## src/rtl/rc522_scan_sequencer.sv

```systemverilog
// rc522_scan_sequencer
// Walks an MFRC522 reader through a REQA and an ANTICOLL exchange using a
// one-outstanding register-access handshake, then publishes the 32-bit UID.
// Optional build macro: RFID_BCC_CHECK_EN -- when defined, the UID is only
// accepted if UID0^UID1^UID2^UID3 equals the received BCC byte.
module rc522_scan_sequencer #(
  parameter int POLL_MAX = 255,
  parameter int UID_BITS = 32
) (
  input  logic                clk_system,
  input  logic                reset_system,
  input  logic                start_scan,
  input  logic                abort,
  output logic                reg_req,
  output logic                reg_we,
  output logic [5:0]          reg_addr,
  output logic [7:0]          reg_wdata,
  input  logic                reg_ack,
  input  logic [7:0]          reg_rdata,
  output logic [UID_BITS-1:0] uid,
  output logic                uid_valid,
  output logic                busy,
  output logic                err,
  output logic [1:0]          err_code
);

  localparam int PW = $clog2(POLL_MAX + 1);
  localparam logic [PW-1:0] POLL_LIMIT = PW'(POLL_MAX);

  // RC522 register addresses
  localparam logic [5:0] ADDR_COMMAND     = 6'h01;
  localparam logic [5:0] ADDR_FIFO_DATA   = 6'h09;
  localparam logic [5:0] ADDR_FIFO_LEVEL  = 6'h0A;
  localparam logic [5:0] ADDR_BIT_FRAMING = 6'h0D;

  // Without the BCC check the BCC byte is still read but never stored
`ifdef RFID_BCC_CHECK_EN
  localparam int RX_BYTES = 5;
`else
  localparam int RX_BYTES = 4;
`endif

  typedef enum logic [3:0] {
    IDLE, REQA_WR, REQA_POLL, REQA_RD, AC_WR, AC_POLL, AC_RD, CHECK, DONE
  } state_t;

  state_t          r_state;
  state_t          w_state_next;

  logic            r_req;
  logic            r_we;
  logic [5:0]      r_addr;
  logic [7:0]      r_wdata;
  logic [2:0]      r_wr_idx;
  logic [2:0]      r_rd_cnt;
  logic [PW-1:0]   r_poll_cnt;
  logic            r_abort_lat;
  logic            r_busy;
  logic [1:0]      r_err_code;
  logic [31:0]     r_uid;
  logic            r_uid_valid;
  logic [7:0]      r_rx [RX_BYTES];

  logic            w_ack;
  logic            w_abort_pend;
  logic            w_access_state;
  logic            w_active;
  logic            w_abort_take;
  logic            w_wr_last;
  logic            w_rd_last;
  logic [7:0]      w_poll_thr;
  logic            w_poll_ok;
  logic [PW-1:0]   w_poll_cnt_inc;
  logic            w_poll_timeout;
  logic            w_bcc_ok;
  logic [31:0]     w_uid_word;
  logic            w_issue;
  logic            w_acc_we;
  logic [5:0]      w_acc_addr;
  logic [7:0]      w_acc_wdata;
  logic            w_err;

  // An ack only counts while our own request is outstanding
  assign w_ack          = reg_ack & r_req;
  assign w_abort_pend   = r_abort_lat | (abort & r_busy);
  assign w_access_state = (r_state == REQA_WR) || (r_state == REQA_POLL) ||
                          (r_state == REQA_RD) || (r_state == AC_WR) ||
                          (r_state == AC_POLL) || (r_state == AC_RD);
  assign w_active       = w_access_state || (r_state == CHECK);
  // Abort never cuts an access short: it waits for the ack if one is pending
  assign w_abort_take   = w_active & w_abort_pend & (~r_req | w_ack);

  assign w_wr_last      = ((r_state == REQA_WR) && (r_wr_idx == 3'd5)) ||
                          ((r_state == AC_WR)   && (r_wr_idx == 3'd6));
  assign w_rd_last      = ((r_state == REQA_RD) && (r_rd_cnt == 3'd1)) ||
                          ((r_state == AC_RD)   && (r_rd_cnt == 3'd4));
  assign w_poll_thr     = (r_state == AC_POLL) ? 8'd5 : 8'd2;
  assign w_poll_ok      = (reg_rdata >= w_poll_thr);
  assign w_poll_cnt_inc = r_poll_cnt + 1'b1;
  assign w_poll_timeout = ~w_poll_ok & (w_poll_cnt_inc == POLL_LIMIT);

  assign w_uid_word     = {r_rx[0], r_rx[1], r_rx[2], r_rx[3]};
`ifdef RFID_BCC_CHECK_EN
  assign w_bcc_ok       = ((r_rx[0] ^ r_rx[1] ^ r_rx[2] ^ r_rx[3]) == r_rx[4]);
`else
  assign w_bcc_ok       = 1'b1;
`endif

  assign reg_req   = r_req;
  assign reg_we    = r_we;
  assign reg_addr  = r_addr;
  assign reg_wdata = r_wdata;
  assign uid       = UID_BITS'(r_uid);
  assign uid_valid = r_uid_valid;
  assign busy      = r_busy;
  assign err       = w_err;
  assign err_code  = r_err_code;

  // State register
  always_ff @(posedge clk_system or posedge reset_system) begin
    if (reset_system) begin
      r_state <= IDLE;
    end else begin
      r_state <= w_state_next;
    end
  end

  // Next-state logic: phases advance only on acks of our own accesses
  always_comb begin
    w_state_next = r_state;
    case (r_state)
      IDLE:      if (start_scan) w_state_next = REQA_WR;
      REQA_WR:   if (w_ack && w_wr_last) w_state_next = REQA_POLL;
      REQA_POLL: if (w_ack) begin
                   if (w_poll_ok) w_state_next = REQA_RD;
                   else if (w_poll_timeout) w_state_next = DONE;
                 end
      REQA_RD:   if (w_ack && w_rd_last) w_state_next = AC_WR;
      AC_WR:     if (w_ack && w_wr_last) w_state_next = AC_POLL;
      AC_POLL:   if (w_ack) begin
                   if (w_poll_ok) w_state_next = AC_RD;
                   else if (w_poll_timeout) w_state_next = DONE;
                 end
      AC_RD:     if (w_ack && w_rd_last) w_state_next = CHECK;
      CHECK:     w_state_next = DONE;
      DONE:      w_state_next = IDLE;
      default:   w_state_next = IDLE;
    endcase
    if (w_abort_take) w_state_next = DONE;
  end

  // Output logic: which register access the current state wants, and err
  always_comb begin
    w_acc_we    = 1'b0;
    w_acc_addr  = 6'h00;
    w_acc_wdata = 8'h00;
    case (r_state)
      REQA_WR: begin
        w_acc_we = 1'b1;
        case (r_wr_idx)
          3'd0:    begin w_acc_addr = ADDR_COMMAND;     w_acc_wdata = 8'h00; end
          3'd1:    begin w_acc_addr = ADDR_FIFO_LEVEL;  w_acc_wdata = 8'h80; end
          3'd2:    begin w_acc_addr = ADDR_BIT_FRAMING; w_acc_wdata = 8'h07; end
          3'd3:    begin w_acc_addr = ADDR_FIFO_DATA;   w_acc_wdata = 8'h26; end
          3'd4:    begin w_acc_addr = ADDR_COMMAND;     w_acc_wdata = 8'h0C; end
          default: begin w_acc_addr = ADDR_BIT_FRAMING; w_acc_wdata = 8'h87; end
        endcase
      end
      AC_WR: begin
        w_acc_we = 1'b1;
        case (r_wr_idx)
          3'd0:    begin w_acc_addr = ADDR_COMMAND;     w_acc_wdata = 8'h00; end
          3'd1:    begin w_acc_addr = ADDR_FIFO_LEVEL;  w_acc_wdata = 8'h80; end
          3'd2:    begin w_acc_addr = ADDR_BIT_FRAMING; w_acc_wdata = 8'h00; end
          3'd3:    begin w_acc_addr = ADDR_FIFO_DATA;   w_acc_wdata = 8'h93; end
          3'd4:    begin w_acc_addr = ADDR_FIFO_DATA;   w_acc_wdata = 8'h20; end
          3'd5:    begin w_acc_addr = ADDR_COMMAND;     w_acc_wdata = 8'h0C; end
          default: begin w_acc_addr = ADDR_BIT_FRAMING; w_acc_wdata = 8'h80; end
        endcase
      end
      REQA_POLL, AC_POLL: w_acc_addr = ADDR_FIFO_LEVEL;
      REQA_RD, AC_RD:     w_acc_addr = ADDR_FIFO_DATA;
      default: ;
    endcase
    // A pending abort blocks any new access from being launched
    w_issue = w_access_state & ~r_req & ~w_abort_pend;
    w_err   = (r_state == DONE) && (r_err_code != 2'd0);
  end

  // Register-access handshake: launch, hold until ack, drop the cycle after
  always_ff @(posedge clk_system or posedge reset_system) begin
    if (reset_system) begin
      r_req   <= 1'b0;
      r_we    <= 1'b0;
      r_addr  <= 6'h00;
      r_wdata <= 8'h00;
    end else if (w_ack) begin
      r_req <= 1'b0;
    end else if (w_issue) begin
      r_req   <= 1'b1;
      r_we    <= w_acc_we;
      r_addr  <= w_acc_addr;
      r_wdata <= w_acc_wdata;
    end
  end

  // Step counters: write index, read counter and per-phase poll count
  always_ff @(posedge clk_system or posedge reset_system) begin
    if (reset_system) begin
      r_wr_idx   <= 3'd0;
      r_rd_cnt   <= 3'd0;
      r_poll_cnt <= '0;
    end else if (r_state == IDLE) begin
      r_wr_idx   <= 3'd0;
      r_rd_cnt   <= 3'd0;
      r_poll_cnt <= '0;
    end else if (w_ack) begin
      case (r_state)
        REQA_WR, AC_WR: begin
          if (w_wr_last) begin
            r_wr_idx   <= 3'd0;
            r_poll_cnt <= '0;
          end else begin
            r_wr_idx <= r_wr_idx + 3'd1;
          end
        end
        REQA_POLL, AC_POLL: begin
          if (w_poll_ok) r_rd_cnt <= 3'd0;
          else r_poll_cnt <= w_poll_cnt_inc;
        end
        REQA_RD, AC_RD: r_rd_cnt <= w_rd_last ? 3'd0 : r_rd_cnt + 3'd1;
        default: ;
      endcase
    end
  end

  // Capture the anticollision response bytes (UID0..UID3 and, if kept, BCC)
  always_ff @(posedge clk_system or posedge reset_system) begin
    if (reset_system) begin
      for (int i = 0; i < RX_BYTES; i++) r_rx[i] <= 8'h00;
    end else if ((r_state == AC_RD) && w_ack) begin
      for (int i = 0; i < RX_BYTES; i++) begin
        if (r_rd_cnt == 3'(i)) r_rx[i] <= reg_rdata;
      end
    end
  end

  // Abort latch: remembered while busy until it can take effect
  always_ff @(posedge clk_system or posedge reset_system) begin
    if (reset_system) begin
      r_abort_lat <= 1'b0;
    end else if ((r_state == IDLE) || (r_state == DONE) || w_abort_take) begin
      r_abort_lat <= 1'b0;
    end else if (abort && r_busy) begin
      r_abort_lat <= 1'b1;
    end
  end

  // Scan status: busy, error code and UID publication
  always_ff @(posedge clk_system or posedge reset_system) begin
    if (reset_system) begin
      r_busy      <= 1'b0;
      r_err_code  <= 2'd0;
      r_uid       <= 32'h0;
      r_uid_valid <= 1'b0;
    end else begin
      r_uid_valid <= 1'b0;
      case (r_state)
        IDLE: begin
          if (start_scan) begin
            r_busy     <= 1'b1;
            r_err_code <= 2'd0;
          end
        end
        DONE: r_busy <= 1'b0;
        default: begin
          if (w_abort_take) begin
            r_err_code <= 2'd3;
          end else if (((r_state == REQA_POLL) || (r_state == AC_POLL)) &&
                       w_ack && w_poll_timeout) begin
            r_err_code <= 2'd1;
          end else if (r_state == CHECK) begin
            if (w_bcc_ok) begin
              r_uid       <= w_uid_word;
              r_uid_valid <= 1'b1;
            end else begin
              r_err_code <= 2'd2;
            end
          end
        end
      endcase
    end
  end

endmodule

```

## config.mk

```make
export PLATFORM = sky130hd
export DESIGN_NAME = rc522_scan_sequencer
export DESIGN_NICKNAME = d
export VERILOG_FILES = /design/src/rtl/rc522_scan_sequencer.sv
export SDC_FILE = /design/constraint.sdc
export NUM_CORES = 1
export LEC_CHECK = 0
export CELL_PAD_IN_SITES_DETAIL_PLACEMENT = 0
export CELL_PAD_IN_SITES_GLOBAL_PLACEMENT = 1
export CORE_MARGIN = 2
export CORE_UTILIZATION = 44
export DETAILED_ROUTE_END_ITERATION = 8
export PLACE_DENSITY = 0.92
export SLEW_MARGIN = 0
export SYNTH_ARGS = -nofsm -noshare
export SYNTH_HDL_FRONTEND = slang
export SYNTH_SLANG_ARGS = --single-unit
export TNS_END_PERCENT = 50
```

## constraint.sdc

```tcl
create_clock -name clk_system -period 4.95 [get_ports clk_system]
set_clock_uncertainty 0.2 [all_clocks]
set_input_delay 1.485 -clock clk_system [delete_from_list [all_inputs] [get_ports clk_system]]
set_output_delay 1.485 -clock clk_system [all_outputs]
set_load 0.02 [all_outputs]
```

==> impl_metrics.json <==
{
  "status": "complete, no violations",
  "cp_cell_sequence": "or3_1, nor2_1, clkdlybuf4s50_1",
  "p_per_area_mw_per_mm2": 404.2,
  "place_congestion": 0.9119,
  "die-width_um": 110.1,
  "fmax_mhz": 254.9,
  "first_iter_violations": 213,
  "slew_headroom_pct": 46.74,
  "clockRootBuffer": "clkbuf_8",
  "dieArea_mm2": 0.01212,
  "cp_max_fo": 20,
  "fin_crit_ns": 3.923,
  "antenna_found_initial": 0,
  "intPower_mw": 1.483,
  "p_seq_share_pct": 43.7,
  "clock_sinks": 100,
  "first_pass_iters": 4,
  "syn_avg_cell_area_um2": 11.62,
  "setup_viol": 0,
  "fin_setup_tns_ns": 0,
  "synth_async_sr_flop_share_pct": 100.0,
  "via_count": 3531,
  "grt_pass1_vias": 3415,
  "design.core.area_mm2": 0.01089,
  "postCtsSetupRepairBufs": 0,
  "maxUsedRoutingLayer": "met4",
  "critical-path-max-stage-delay_ns": 0.64,
  "worst_pin_slew_ns": 0.7989,
  "dp_slack_ns": 0.8549,
  "syn_inst": 426,
  "slew_violations": 0,
  "io_buffers": 62,
  "placed_cell_area_mm2": 0.005680,
  "synth-seq-cells": 100,
  "hold_viol_final": 0,
  "die_h_um": 110.1,
  "wirelength_um": 10580,
  "routed-wl-met2_um": 5126,
  "final_nets": 517,
  "grt_pass1_wl_um": 17150,
  "cts_tree": "yes",
  "power.share.clock_pct": 20.4,
  "num_io_pins": 66,
  "clk_pin_slew_worst_paths_ns": 0.09,
  "cts_buffer_depth": 2,
  "worstPathArrival_ns": 2.24,
  "postCtsHoldBufs": 0,
  "layout_common_cells": "dfrtp_1, clkdlybuf4s50_1, nand2_1",
  "cap_violations": 0,
  "syn_to_final_growth_pct": 18.42,
  "comb_power_share_pct": 35.9,
  "ir_drop_uv": 179.3,
  "viasPerCell": 5.587,
  "grt_max_degree": 66,
  "cts_buffers": 9,
  "worst_setup_path_end_kind": "output pin",
  "rsz0062_at_grt": "false",
  "drc": 0,
  "final_design_area_no_fill_mm2": 0.005863,
  "wl_per_cell_um": 16.74,
  "track_usage_pct": 18.42,
  "clkLatencyLatePin_ns": 0.36,
  "seq_area_frac_synth_pct": 50.54,
  "hp-class": "reg2reg",
  "synth_area_mm2": 0.004951,
  "setup_ws_ns": 1.027,
  "postRouteAntennaNets": 0,
  "p_sw_mw": 0.8868,
  "synth-edff-count": 0,
  "path_class": "reg2out",
  "diodes": 0,
  "yosysUniqueCellTypes": 64,
  "crit_required_ns": 3.26,
  "hpwl_um": 7603,
  "startpoint_type": "register",
  "layout-drive-gt1-share_pct": 21.14,
  "met1_length_um": 4803,
  "switching_share_pct": 37.42,
  "ys_warn_count": 0,
  "rows": 38,
  "grt-ovfl-total": 0,
  "p_leak_nw": 2.710,
  "start_util_pct": 45.47,
  "cts_resized": 0,
  "synth_top_flop_cell": "dfrtp_1",
  "crit_slowest_cell": "dfrtp_1",
  "final_common_cell": "dfrtp_1",
  "routed-wl-met3_um": 504,
  "layout_worst_path_cycle_share_pct": 79.25,
  "htreeDepth": 3
}
## sequential cells by signal, indices dropped and copies added, names as in the netlist
name         flops
uid             32
r_poll_cnt       8
r_rd_cnt         3
reg_wdata        7
r_abort_lat      1
err_code         2
r_state          4
busy             1
reg_we           1
r_wr_idx         3
r_rx            32
reg_addr         4
reg_req          1
uid_valid        1
## critical path, delay by kind of cell, from the launching register on
family,cells,cell delay [ns]
and+or+nand+nor,2,0.62
buffers and inverters,1,0.62
DFF,1,0.64
## layer usage
metal  track usage, %  up-vias
met2            29.71      101
met5                0        -
met1            24.86     1757
met4            6.239        0
li1                 -     1662
met3            3.645       11
## final cells by class
class | count | area (µm²)
flip-flops and latches | 100 | 2502
inverters | 16 | 62.56
multi-input cells | 293 | 2275
clock inverters | 6 | 58.81
well taps | 140 | 175.2
repair buffers | 68 | 665.6
clock buffers | 9 | 123.9
fillers | 935 | 5025
## power by group through the flow
stage	logic [mW]	registers (mW)	clock network, mW
finish	0.852	1.04	0.482
global route	0.933	1.05	0.539
CTS	0.849	1.03	0.496
detailed placement	0.847	1.05	0
global placement	0.825	1.04	0
floorplan	0.537	1.08	0
## worst paths after layout
check                                 to    startpoint  slack, ns  cells after the start
hold / removal              reg_wdata[3]  reg_wdata[3]       0.29                      2
setup reg to reg             r_rd_cnt[0]    r_state[0]       1.37                     10
max in group asynchronous        uid[25]  reset_system       2.38                      3
min in group asynchronous  r_poll_cnt[4]  reset_system       1.41                      2
hold reg to reg             reg_wdata[3]  reg_wdata[3]       0.29                      2
setup / recovery                     err    r_state[0]       1.03                      3
## logic make-up (layout without fill, tap and decap cells)
group,count (synthesis),count (layout),share of synthesized area [%]
adder cells (fa/ha/maj),17,17,4.246
buffers and inverters,35,99,3.690
AND/OR/NAND/NOR,121,121,13.14
multiplexers,64,64,16.73
flip-flops,100,100,50.54
AO/OA/AOI/OAI,86,86,11.22
XOR/XNOR,2,2,0.3539
other,1,3,0.07574
## per-stage QoR
step	total power, mW	cells	hold WS, ns	util, %
after CTS	2.379	632	0.2928	53.85
after detailed placement	1.896	617	0.2691	52.17
final	2.370	632	0.2883	53.85
after global placement	1.870	617	0.2653	52.17
after floorplan	1.615	428	0.2500	-
after global routing	2.524	632	0.3122	53.85
## synthesized netlist by cell type, types with 6 or more instances
cell     instances  share of area, %
nand2_1         38               2.9
o21ai_0         21               2.1
ha_1            16               4.0
a21oi_1         18               1.8
nor3_1           6              0.61
buf_4            6              0.91
dfrtp_1        100                51
mux2_4          29               8.8
inv_1           16               1.2
mux2_2          34               7.7
a31oi_1         11               1.4
nor2_1          23               1.7
nand3_1          8              0.81
(Power assumes the default switching activity.)
